[src/rtl/prog_loader.sv]
// Byte-serial program loader: assembles big-endian words from a stream
// and writes them to instruction RAM, holding the core until done.
module prog_loader #(
  parameter int WORD_W = 16,
  parameter int DEPTH  = 15,
  parameter int ADDR_W = 4
) (
  input  logic              clk,
  input  logic              rst,
  input  logic              start,
  input  logic              in_valid,
  input  logic [7:0]        in_data,
  output logic              in_ready,
  output logic              wr_en,
  output logic [ADDR_W-1:0] wr_addr,
  output logic [WORD_W-1:0] wr_data,
  output logic              busy,
  output logic              done,
  output logic              error,
  output logic              cpu_hold
);

  localparam logic [2:0] IDLE    = 3'd0;
  localparam logic [2:0] GET_LEN = 3'd1;
  localparam logic [2:0] GET_HI  = 3'd2;
  localparam logic [2:0] GET_LO  = 3'd3;
  localparam logic [2:0] GET_CHK = 3'd4;
  localparam logic [2:0] DONE    = 3'd5;
  localparam logic [2:0] ERR     = 3'd6;

  localparam logic [7:0] MAX_LEN = 8'(DEPTH);

  logic [2:0]        state, state_n;
  logic [ADDR_W-1:0] cnt, cnt_inc, len;
  logic [7:0]        hi, chk;
  logic              acc, go, len_ok, busy_n;

  assign in_ready = busy;
  assign acc      = in_valid && busy;
  assign go       = start && !busy;
  assign cnt_inc  = cnt + ADDR_W'(1);
  assign len_ok   = (in_data != 8'd0) && (in_data <= MAX_LEN);
  assign busy_n   = (state_n >= GET_LEN) && (state_n <= GET_CHK);

  always_comb begin
    state_n = state;
    case (state)
      IDLE, DONE, ERR:
        if (start) state_n = GET_LEN;
      GET_LEN:
        if (acc) state_n = len_ok ? GET_HI : ERR;
      GET_HI:
        if (acc) state_n = GET_LO;
      GET_LO:
        if (acc) state_n = (cnt_inc == len) ? GET_CHK : GET_HI;
      GET_CHK:
        if (acc) state_n = ((chk ^ in_data) == 8'd0) ? DONE : ERR;
      default:
        state_n = IDLE;
    endcase
  end

  always_ff @(posedge clk) begin
    if (rst) begin
      state    <= IDLE;
      busy     <= 1'b0;
      wr_en    <= 1'b0;
      wr_addr  <= '0;
      wr_data  <= '0;
      done     <= 1'b0;
      error    <= 1'b0;
      cpu_hold <= 1'b0;
      cnt      <= '0;
      len      <= '0;
      hi       <= '0;
      chk      <= '0;
    end else begin
      state <= state_n;
      busy  <= busy_n;
      wr_en <= 1'b0;
      if (go) begin
        done     <= 1'b0;
        error    <= 1'b0;
        cpu_hold <= 1'b1;
        cnt      <= '0;
        chk      <= '0;
      end
      if (acc) begin
        chk <= chk ^ in_data;
        case (state)
          GET_LEN:
            if (len_ok) len <= in_data[ADDR_W-1:0];
          GET_HI:
            hi <= in_data;
          GET_LO: begin
            wr_en   <= 1'b1;
            wr_addr <= cnt;
            wr_data <= {hi, in_data};
            cnt     <= cnt_inc;
          end
          GET_CHK:
            if (state_n == DONE) begin
              done     <= 1'b1;
              cpu_hold <= 1'b0;
            end
          default: ;
        endcase
        // hold stays asserted on abort so the core never runs a partial image
        if (state_n == ERR) error <= 1'b1;
      end
    end
  end

endmodule

[config.mk]
export PLATFORM = sky130hd
export DESIGN_NAME = prog_loader
export DESIGN_NICKNAME = d
export VERILOG_FILES = /design/src/rtl/prog_loader.sv
export SDC_FILE = /design/constraint.sdc
export NUM_CORES = 1
export LEC_CHECK = 0
export BUFFER_PORTS_ARGS = -buffer_cell sky130_fd_sc_hd__buf_2
export CORE_ASPECT_RATIO = 0.6
export CORE_MARGIN = 2
export CORE_UTILIZATION = 55
export CTS_BUF_LIST = sky130_fd_sc_hd__clkbuf_16
export DETAILED_ROUTE_END_ITERATION = 8
export GPL_TIMING_DRIVEN = 1
export HOLD_SLACK_MARGIN = 0.06
export PLACE_DENSITY = 0.78
export SYNTH_ARGS = -nofsm -noshare
export SYNTH_HDL_FRONTEND = slang
export SYNTH_SLANG_ARGS = --single-unit
[constraint.sdc]
create_clock -name clk -period 2.4 [get_ports clk]
set_clock_uncertainty 0.2 [all_clocks]
set_input_delay 0.24 -clock clk [delete_from_list [all_inputs] [get_ports clk]]
set_output_delay 0.24 -clock clk [all_outputs]
set_load 0.01 [all_outputs]
Word-level counts from Yosys, hierarchy flattened
Cells that the tools add are included.
Word-level totals
  output and inout port bits: 26
  register bits after elaboration: 52
  logic and storage cells: 67
  bits of input ports: 12
Cells by class
  reductions and logical operators: 14
  order comparisons: 3
  equal/unequal tests: 9
  add/sub/neg operators: 1
  bitwise logic cells: 2
  muxes and demuxes: 26
Operator list (count)
  $mux W3: 7
  $mux W8: 2
  $eq A3 B3 Y1 const B: 5
  $pmux W3 S5: 1
  $mux W1: 12
  $mux W4: 3
  $le A8 B4 Y1 const B: 1
  $logic_not A8 Y1: 1
  $reduce_bool A8 Y1: 1
  $xor A8 B8 Y8: 1
  $eq A3 B2 Y1 const B: 2
  $add A4 B1 Y4 const B: 1
  $eq A4 B4 Y1: 1
  $logic_and A1 B1 Y1: 4
  $reduce_and A2 Y1: 2
  $eq A3 B1 Y1 const B: 1
  $ge A3 B1 Y1 const B: 1
  $le A3 B3 Y1 const B: 1
  $logic_not A3 Y1: 1
  $reduce_and A3 Y1: 1
  $reduce_or A3 Y1: 1
  $mux W2: 1
  $reduce_bool A2 Y1: 1
  $reduce_or A2 Y1: 1
  2 further kinds: 2

Logic depth before layout (Yosys ltp)
Gate-level depths: netlist (run 1).
  word-level depth: 9
  gate-level depth with buffers: 7
  mapped depth without buffers: 7

Worst setup path before layout (run 1)
No wires, ideal clock.
  kind: reg2reg
  start point: register cnt[0]
  end point: register busy
  cell stages (with the launch flop): 8
  period minus slack after synthesis: 2095 ps
  path slack: 305 ps
  required time: 2077 ps
  arrival: 1772 ps
  path buffers: 0
  setup time: 123 ps
  cells stage by stage: dfxtp_1 -> ha_1 -> xor2_1 -> xnor2_1 -> a41oi_1 -> a211o_1 -> a21oi_2 -> mux2_1
On the way
  cells in the longest elaborated chain, start to end: 7
  elaborated cells on any way between the ends: 8
  classes of those cells: add/sub: 1; order compare: 2; eq/ne: 1; mux: 3; reduce/logical: 1
RTL lines
  from (decl): RTL line 34  | logic [ADDR_W-1:0] cnt, cnt_inc, len;
  from (signal assigned): RTL line 99  | cnt <= cnt_inc;
  $add A4 B1 Y4 *: RTL line 41  | assign cnt_inc = cnt + ADDR_W'(1);
  $eq A4 B4 Y1 *: RTL line 55  | if (acc) state_n = (cnt_inc == len) ? GET_CHK : GET_HI;
  $mux W3 * (2 in series): RTL line 55
  $pmux W3 S5 *: RTL line 47  | case (state)
  $ge A3 B1 Y1 or $le A3 B3 Y1 (tied branches): RTL line 43  | assign busy_n = (state_n >= GET_LEN) && (state_n <= GET_CHK);
  $logic_and A1 B1 Y1 *: RTL line 43
  to (signal assigned): RTL line 79  | busy <= busy_n;
  to (decl): RTL line 17  | output logic busy,
Mark *: on every way between the ends. The rest lies on a longest branch, timed or not.
A chain may end at the register's enable or synchronous reset.

Worst setup path after layout (run 1)
  start point: input in_data[6]
  end point: register busy
On the way
  cells in the longest elaborated chain, start to end: 7
  elaborated cells on any way between the ends: 13
  classes of those cells: order compare: 3; mux: 5; bitwise: 1; reduce/logical: 4
RTL lines
  from (decl): RTL line 12  | input logic [7:0] in_data,
  $le A8 B4 Y1, or another cell as far along: RTL line 42  | assign len_ok = (in_data != 8'd0) && (in_data <= MAX_LEN);
  $logic_and A1 B1 Y1 or $logic_not A8 Y1 (tied branches): RTL line 42, 57
  $mux W3 or $mux W2 (tied branches): RTL line 51, 57
  $mux W3 (on tied branches): RTL line 51, 57
  $pmux W3 S5 *: RTL line 47
  $ge A3 B1 Y1 or $le A3 B3 Y1 (tied branches): RTL line 43
  $logic_and A1 B1 Y1 *: RTL line 43
Marked as above.

==> results_dict.tcl, run 1 <==
set metrics [dict create \
    fin_crit_sh_pct 98.2 \
    postSynth.asyncResetShare_pct 0 \
    slew_viol_final 0 \
    ys_seq_area_share_pct 44.8 \
    p_int_uw 1340 \
    finalHoldViolations 0 \
    syn_nets 286 \
    ys_warn_count 0 \
    worst-path-buf-inv 1 \
    startpoint_type "primary input" \
    drt-initial-drc-count 140 \
    r2r-end "busy" \
    cp.arrival_ns 2.34 \
    seqCellArea_sq_um 1040 \
    grt_pass1_vias 1780 \
    gr-total-overflow 0 \
    wire_per_inst_um 14.1 \
    numCtsBuffers 5 \
    max-cap-violations 0 \
    p_switching_uw 440 \
    hp-class "primary input to flop" \
    setup_tns_ns 0 \
    utilization_pct 67.1 \
    drive_gt1_share_pct 21.0 \
    fin_ws_ns 0.0441 \
    h-tree-depth 2 \
    ys_seq_elements 52 \
    required_ns 2.38 \
    die_h_um 54.3 \
    drtPass1Iterations 4 \
    endpoint_kind "flop" \
    ctsLongestPathBuffers 2 \
    switching_share_pct 24.7 \
    relSlewSlack_pct 61.3 \
    netlist_instances 273 \
    antenna_found_initial 0 \
    power_frac_comb_pct 11.1 \
    crit_slowest_cell "dlygate4sd3_1" \
    num_rows 18 \
    io_pins 38 \
    path_clk_slew_ns 0.06 \
    critical_path.top_delay_family "buffers and inverters" \
    die_width_um 87.9 \
    portBuffers 37 \
    cts.sinks 52 \
    setup_viol 0 \
    synth.cell_area_sq_um 2320 \
    timing.fmax_mhz 424 \
    postCtsSetupBuffers 0 \
    powerDensity_nw_per_um2 650 \
    synth_area_per_cell_sq_um 8.51 \
    dpl.cell_count 359 \
    grt_pass1_wl_um 8480 \
    outcome "finished clean" \
    dr_total_vias 1993 \
    design.die.area_sq_um 4780 \
    holdPathStages 3 \
    leakagePower_uw 0.00106 \
    dp_slack_ns 0.142 \
    critPathMaxFanout 6 \
    grt_max_degree 30 \
    clockRootBuffer "clkbuf_16" \
    cts_tree "done" \
    drt_wl_total_um 5210 \
    final_nets 322 \
    synth_flop_cell "dfxtp_1" \
    r2r_cells 7 \
    area_delta_synth_final_pct 17.8 \
    critPathMaxStageDelay_ns 0.65 \
    gp_congestion 0.941 \
    drc_errors 0 \
    path_class "primary input to flop" \
    holdCritStartpoint "in_data[1]" \
    start_util_pct 57.0 \
    layoutNonFillerInstCount 369 \
    holdPathEnd "wr_data[1]" \
    power_frac_seq_pct 50.6 \
    core_area_sq_um 4080 \
    period_needed_ns 2.36 \
    n_antenna_cell 0 \
    reg2reg_slack_ns 0.14 \
    irDropWorstVdd_uv 457 \
    viasPerCell 5.40 \
    dp_hpwl_um 3690 \
    tightest_slew_ns 0.579 \
    ant_nets 0 \
    cp.depth 7 \
    filler_cell_count 344 \
    synthDistinctLibCells 43 \
    clock_latency_ns 0.29 \
    path_cells "dlygate4sd3_1 > xor2_1 > nor4_2 > nand2_1 > a211o_1 > a21oi_2 > mux2_4" \
    reg2reg_from "cnt[0]" \
    clkPwrFrac_pct 38.3 \
    synth_edf_count 0 \
    track_usage_pct 23.5 \
    multi_input_area_sq_um 1180 \
]
## cell usage after synthesis (all sizes together), types with 6 or more instances
master	count	area, sq um
dfxtp	52	1040
a21oi	34	174
mux2i	12	120
nand2	47	179
clkbuf	12	45.0
nand3b	9	67.6
nor2	28	105
o21ai	13	65.1
buf	9	60.1
xor2	11	96.3
nand3	6	35.0
a21boi	7	52.6
## area by class of cell
class	instances	area share, %
Clock buffer	5	4.57
Clock inverter	2	0.457
Inverter	1	0.137
Multi-Input combinational cell	199	43.3
Sequential cell	52	38.0
Tap cell	60	2.74
Timing Repair Buffer	50	10.8
## worst register-to-register path: cells and delay by family (launching register included)
family / cells / cell delay [ns]
compound gates: 3 / 0.59
xor+xnor: 2 / 0.36
fa+ha+maj: 1 / 0.25
flops: 1 / 0.44
mux: 1 / 0.31
## worst max-delay path by stage
stage          startpoint    to  slack [ns]
2_1_floorplan      cnt[0]  busy        0.31
3_3_place_gp       cnt[0]  busy        0.22
6_report       in_data[6]  busy        0.04
5_1_grt        in_data[4]  busy      -0.009
3_5_place_dp       cnt[0]  busy        0.14
4_1_cts        in_data[5]  busy        0.05
## cell families after synthesis
family | count (synthesis) | synth area share (%)
xor gates and xnor gates | 15 | 5.65
and+or+nand+nor | 108 | 23.0
adders and majority gates | 1 | 0.538
DFF | 52 | 44.8
muxes | 13 | 5.65
AOI/OAI and AO/OA | 62 | 15.7
buffers and inverters | 22 | 4.68
## flip-flops by register name (all words and copies together) (netlist names)
signal / count
wr_addr: 4
wr_en: 1
state: 3
cpu_hold: 1
hi: 8
cnt: 4
wr_data: 16
chk: 8
done: 1
busy: 1
len: 4
error: 1
## power by group through the flow
stage / clock network (uW) / logic (uW) / registers, uW
global placement: 0 / 185 / 918
CTS: 693 / 193 / 899
global route: 721 / 218 / 901
finish: 681 / 198 / 899
detailed placement: 0 / 187 / 918
floorplan: 0 / 132 / 914
## timing repair
action                                 in CTS  in global routing
endpoints found under the hold margin       4                  0
setup endpoints to repair                   0                  1
resized for setup                           0                  2
hold buffers                                4                  0
## through the flow
step / hold slack, ns / total power (uW) / area (sq um)
after floorplan: 0.176 / 1050 / 2320
after global placement: 0.239 / 1100 / 2550
after detailed placement: 0.242 / 1100 / 2550
after CTS: 0.0919 / 1780 / 2730
after global routing: 0.116 / 1840 / 2740
final: 0.0906 / 1780 / 2740
## per-layer routing
layer	wire [um]	global-route usage, %
met5	0	0
met4	57	7.69
met3	297	4.68
met2	2270	35.5
met1	2590	34.0
## layout by cell type (no fill, tap or decap), drive strengths merged, types with 2 or more instances in the layout
cell type / n
dfxtp: 52
nand2: 47
buf: 46
a21oi: 34
nor2: 28
o21ai: 13
mux2i: 12
xor2: 11
nand3b: 9
a21boi: 7
nand3: 6
clkbuf: 5
xnor2: 4
dlygate4sd3: 4
nor3: 4
nor4: 4
or3: 2
and2: 2
nor2b: 2
No activity file was read; power rests on OpenSTA's default activity.
==> inputs of run 2 (changes only) <==
BUFFER_PORTS_ARGS = not set   (was -buffer_cell sky130_fd_sc_hd__buf_2)
CORE_UTILIZATION = 60   (was 55)
DONT_BUFFER_PORTS = 1   (was not set)
PLACE_DENSITY = 0.76   (was 0.78)
==> results_dict.tcl, run 2 (synthesized netlist as in run 1, its figures left out) <==
set metrics [dict create \
    grt_pass1_wl_um 8840 \
    endpoint_kind "flop" \
    crit_path_end "busy" \
    setup_tns_ns 0 \
    drc_errors 0 \
    dr_total_vias 1911 \
    relSlewSlack_pct 62.0 \
    die_h_um 52.2 \
    design.die.area_sq_um 4400 \
    place_area_sq_um 2320 \
    cp.arrival_ns 2.23 \
    tightest_slew_ns 0.569 \
    cts_tree "done" \
    startpoint_type "flop" \
    drive_gt1_share_pct 10.0 \
    met1_usage_pct 41.6 \
    use_met2_pct 35.7 \
    reg2reg_from "cnt[0]" \
    postCtsSetupBuffers 0 \
    path_cells "ha_2 > xor2_1 > xnor2_1 > a41oi_1 > a211o_1 > a21oi_2 > mux2_1" \
    die_width_um 84.3 \
    grt_busiest_layer "met1" \
    timing.fmax_mhz 443 \
    critPathMaxStageDelay_ns 0.39 \
    layout_common_cells "dfxtp_1, nand2_1, a21oi_1, nor2_1, o21ai_0" \
    required_ns 2.38 \
    critPathMaxFanout 6 \
    max-cap-violations 0 \
    worst-path-buf-inv 0 \
    clockRootBuffer "clkbuf_16" \
    reg2reg_slack_ns 0.14 \
    regMostFlops "wr_data" \
    layoutNonFillerInstCount 326 \
    largest_reg_flops 16 \
    h-tree-depth 2 \
    drt-initial-drc-count 133 \
    dpl.cell_count 305 \
    gr-total-overflow 0 \
    fin_crit_sh_pct 94.0 \
    viasPerCell 5.86 \
    dp_hpwl_um 3420 \
    ctsLongestPathBuffers 2 \
    core_area_sq_um 3680 \
    grt_pass1_vias 1707 \
    setup_viol 0 \
    final_nets 291 \
    n_antenna_cell 0 \
    r2r-end "busy" \
    finalHoldViolations 0 \
    numCtsBuffers 5 \
    gp_congestion 0.839 \
    hp-class "primary input to flop" \
    leakagePower_uw 0.000895 \
    top_regs "wr_data: 16 flops, chk: 8 flops, hi: 8 flops" \
    grtUsageMet3_pct 6.14 \
    outcome "finished clean" \
    drt_wl_total_um 5520 \
    path_clk_slew_ns 0.07 \
    wire_per_inst_um 16.9 \
    worstSetupStartpoint "cnt[0]" \
    crit_slowest_cell "dfxtp_2" \
    cp.depth 7 \
    drtPass1Iterations 6 \
    rsz0062_at_grt "no" \
    powerDensity_nw_per_um2 684 \
    path_class "flop to flop" \
    p_total_uw 1790 \
    grt_max_degree 53 \
    irDropWorstVdd_uv 446 \
    clock_latency_ns 0.29 \
    area_delta_synth_final_pct 12.6 \
    antenna_found_initial 0 \
    critical_path.top_delay_family "compound AO/OA/AOI/OAI gates" \
    period_needed_ns 2.26 \
    mostFrequentLayoutCell "dfxtp_1" \
    finalInstanceArea_sq_um 2620 \
    cts.sinks 52 \
    portBuffers 0 \
    num_rows 17 \
    track_usage_pct 26.3 \
    start_util_pct 63.1 \
    r2r_cells 7 \
    utilization_pct 71.1 \
    slew_viol_final 0 \
    io_pins 38 \
    ant_nets 0 \
]
## run 2: repair_timing
item,CTS,global route
endpoints found under the setup margin,0,1
hold buffers,13,0
resized for setup,0,3
hold endpoints to repair,52,0
## run 2: worst min path at each step
stage,start,to,depth (start not counted)
global placement,rst,chk[0],1
CTS,in_data[7],chk[7],3
detailed placement,rst,chk[0],1
floorplan,in_data[1],wr_data[1],2
global route,rst,len[2],2
finish,rst,len[2],2
## run 2: worst reg2reg max path: stages, from the launching register on
cell     delay, ns
dfxtp_2       0.39
ha_2          0.22
xor2_1        0.19
xnor2_1       0.18
a41oi_1       0.16
a211o_1       0.31
a21oi_2       0.16
mux2_1        0.34
## run 2: through the flow
| stage | hold slack [ns] | setup WS [ns] |
|---|---|---|
| 3_3_place_gp | 0.115 | 0.183 |
| 4_1_cts | 0.0629 | 0.0710 |
| 2_1_floorplan | 0.176 | 0.305 |
| 3_5_place_dp | 0.115 | 0.0863 |
| 6_report | 0.0610 | 0.145 |
| 5_1_grt | 0.0708 | 0.0327 |
## run 2: final cells by class
cell class,count,area (sq um)
multi-input combinational,199,1180
clock buffer,5,125
sequential,52,1040
tap,47,58.8
inverter,1,3.75
clock inverter,3,23.8
fill,298,1060
timing repair buffer,19,185
## run 2: per-layer routing
| metal | vias up | routed length, um |
|---|---|---|
| li1 | 938 | - |
| met1 | 893 | 2820 |
| met2 | 78 | 2220 |
| met3 | 2 | 458 |
| met4 | 0 | 15 |
| met5 | - | 0 |
## run 2: where the power goes
part           internal (uW)  switching, uW  total, uW
sequential               880           24.8        905
clock                    388            324        712
combinational           72.0           99.6        172
==> inputs of run 3 (changes only) <==
clock period = 2.9 ns   (was 2.4 ns; I/O delays follow)
==> results_dict.tcl, run 3 (synthesized netlist as in run 1, its figures left out) <==
set metrics [dict create \
    endpoint_kind "flop" \
    startpoint_type "flop" \
    dr_total_vias 1919 \
    postCtsSetupBuffers 0 \
    rsz0062_at_grt "no" \
    dpl.cell_count 302 \
    grt_pass1_wl_um 8870 \
    num_rows 17 \
    n_antenna_cell 0 \
    drc_errors 0 \
    grt_max_degree 53 \
    track_usage_pct 26.5 \
    h-tree-depth 2 \
    critPathMaxFanout 6 \
    grt_pass1_vias 1737 \
    power_frac_comb_pct 7.8 \
    holdWs_ns 0.0940 \
    cp.arrival_ns 2.29 \
    die_h_um 52.2 \
    cts_tree "done" \
    cts_hold_buf 9 \
    layoutNonFillerInstCount 319 \
    antenna_found_initial 0 \
    path_clk_slew_ns 0.07 \
    relSlewSlack_pct 63.3 \
    finalHoldViolations 0 \
    outcome "finished clean" \
    ant_nets 0 \
    layout_common_cells "dfxtp_1, nand2_1, a21oi_1, nor2_1, o21ai_0" \
    wire_per_inst_um 16.9 \
    switching_share_pct 22.0 \
    max-cap-violations 0 \
    powerDensity_nw_per_um2 632 \
    period_needed_ns 2.32 \
    io_pins 38 \
    portBuffers 0 \
    tightest_slew_ns 0.549 \
    core_area_sq_um 3680 \
    drt_wl_total_um 5400 \
    ctsResizeCount 0 \
    drt-initial-drc-count 100 \
    required_ns 2.88 \
    largest_reg_flops 16 \
    clkPwrFrac_pct 46.3 \
    drtPass1Iterations 4 \
    viasPerCell 6.02 \
    drive_gt1_share_pct 8.09 \
    hp-class "primary input to flop" \
    top_regs "wr_data: 16 flops, chk: 8 flops, hi: 8 flops" \
    p_total_uw 1640 \
    leakagePower_uw 0.000891 \
    gr-total-overflow 0 \
    gp_congestion 0.808 \
    die_width_um 84.3 \
    multi_input_area_sq_um 1170 \
    mostFrequentLayoutCell "dfxtp_1" \
    irDropWorstVdd_uv 442 \
    clockRootBuffer "clkbuf_16" \
    start_util_pct 63.1 \
    fin_crit_sh_pct 79.9 \
    power_frac_seq_pct 45.8 \
    final_nets 284 \
    p_switching_uw 360 \
    numCtsBuffers 5 \
    setup_tns_ns 0 \
    path_class "flop to flop" \
    area_delta_synth_final_pct 11.6 \
    cts.sinks 52 \
    design.die.area_sq_um 4400 \
    regMostFlops "wr_data" \
    clock_latency_ns 0.29 \
    filler_cell_count 292 \
    ctsLongestPathBuffers 2 \
    timing.fmax_mhz 432 \
    dp_hpwl_um 3350 \
    p_int_uw 1280 \
    slew_viol_final 0 \
    seqCellArea_sq_um 1040 \
    setup_viol 0 \
]
-- run 3: cell count changes in the layout (fill, tap and decap cells not counted), moves of 2 or more --
cell / change
dfxtp_2: -2
bufinv_16: +2
clkinvlp_4: -2
buf_4: -3
dlygate4sd3_1: -4
dfxtp_1: +2
-- run 3: layout make-up --
cell class	count	area share [%]
multi-input cells	199	45.2
flip-flops and latches	52	40.1
clock buffers	5	4.82
repair buffers	12	4.73
clock inverters	3	2.65
well taps	47	2.27
inverters	1	0.145
-- run 3: metal layers --
metal / GRT usage [%] / routed length, um / up-vias
met5: 0 / 0 / -
met4: 8.73 / 65 / 0
met3: 8.98 / 536 / 9
met2: 36.6 / 2220 / 81
met1: 38.5 / 2580 / 904
li1: - / - / 925
-- run 3: power groups by stage --
| stage | Clock [uW] | Sequential (uW) | Combinational (uW) |
|---|---|---|---|
| floorplan | 0 | 756 | 109 |
| global placement | 0 | 766 | 94.3 |
| detailed placement | 0 | 767 | 97.5 |
| CTS | 771 | 751 | 127 |
| global route | 792 | 753 | 141 |
| finish | 759 | 751 | 128 |
-- run 3: worst paths after layout --
path / start / end / slack [ns] / depth (start not counted)
worst max-delay path: cnt[0] / busy / 0.58 / 7
worst max register to register: cnt[0] / busy / 0.58 / 7
worst min register to register: hi[6] / wr_data[14] / 0.25 / 2
worst min-delay path: in_data[4] / chk[4] / 0.09 / 3
-- run 3: through the flow --
stage	instance area, sq um	setup slack, ns	util (%)
2_1_floorplan	2320	0.805	-
4_1_cts	2590	0.589	70.5
3_5_place_dp	2300	0.606	62.5
6_report	2590	0.583	70.5
5_1_grt	2590	0.438	70.5
3_3_place_gp	2300	0.673	62.5
-- run 3: critical path, stage by stage, from the launching register on --
cell	delay [ns]
dfxtp_1	0.44
ha_1	0.24
xor2_1	0.19
xnor2_1	0.18
a41oi_1	0.16
a211o_1	0.31
a21oi_2	0.16
mux2_1	0.32
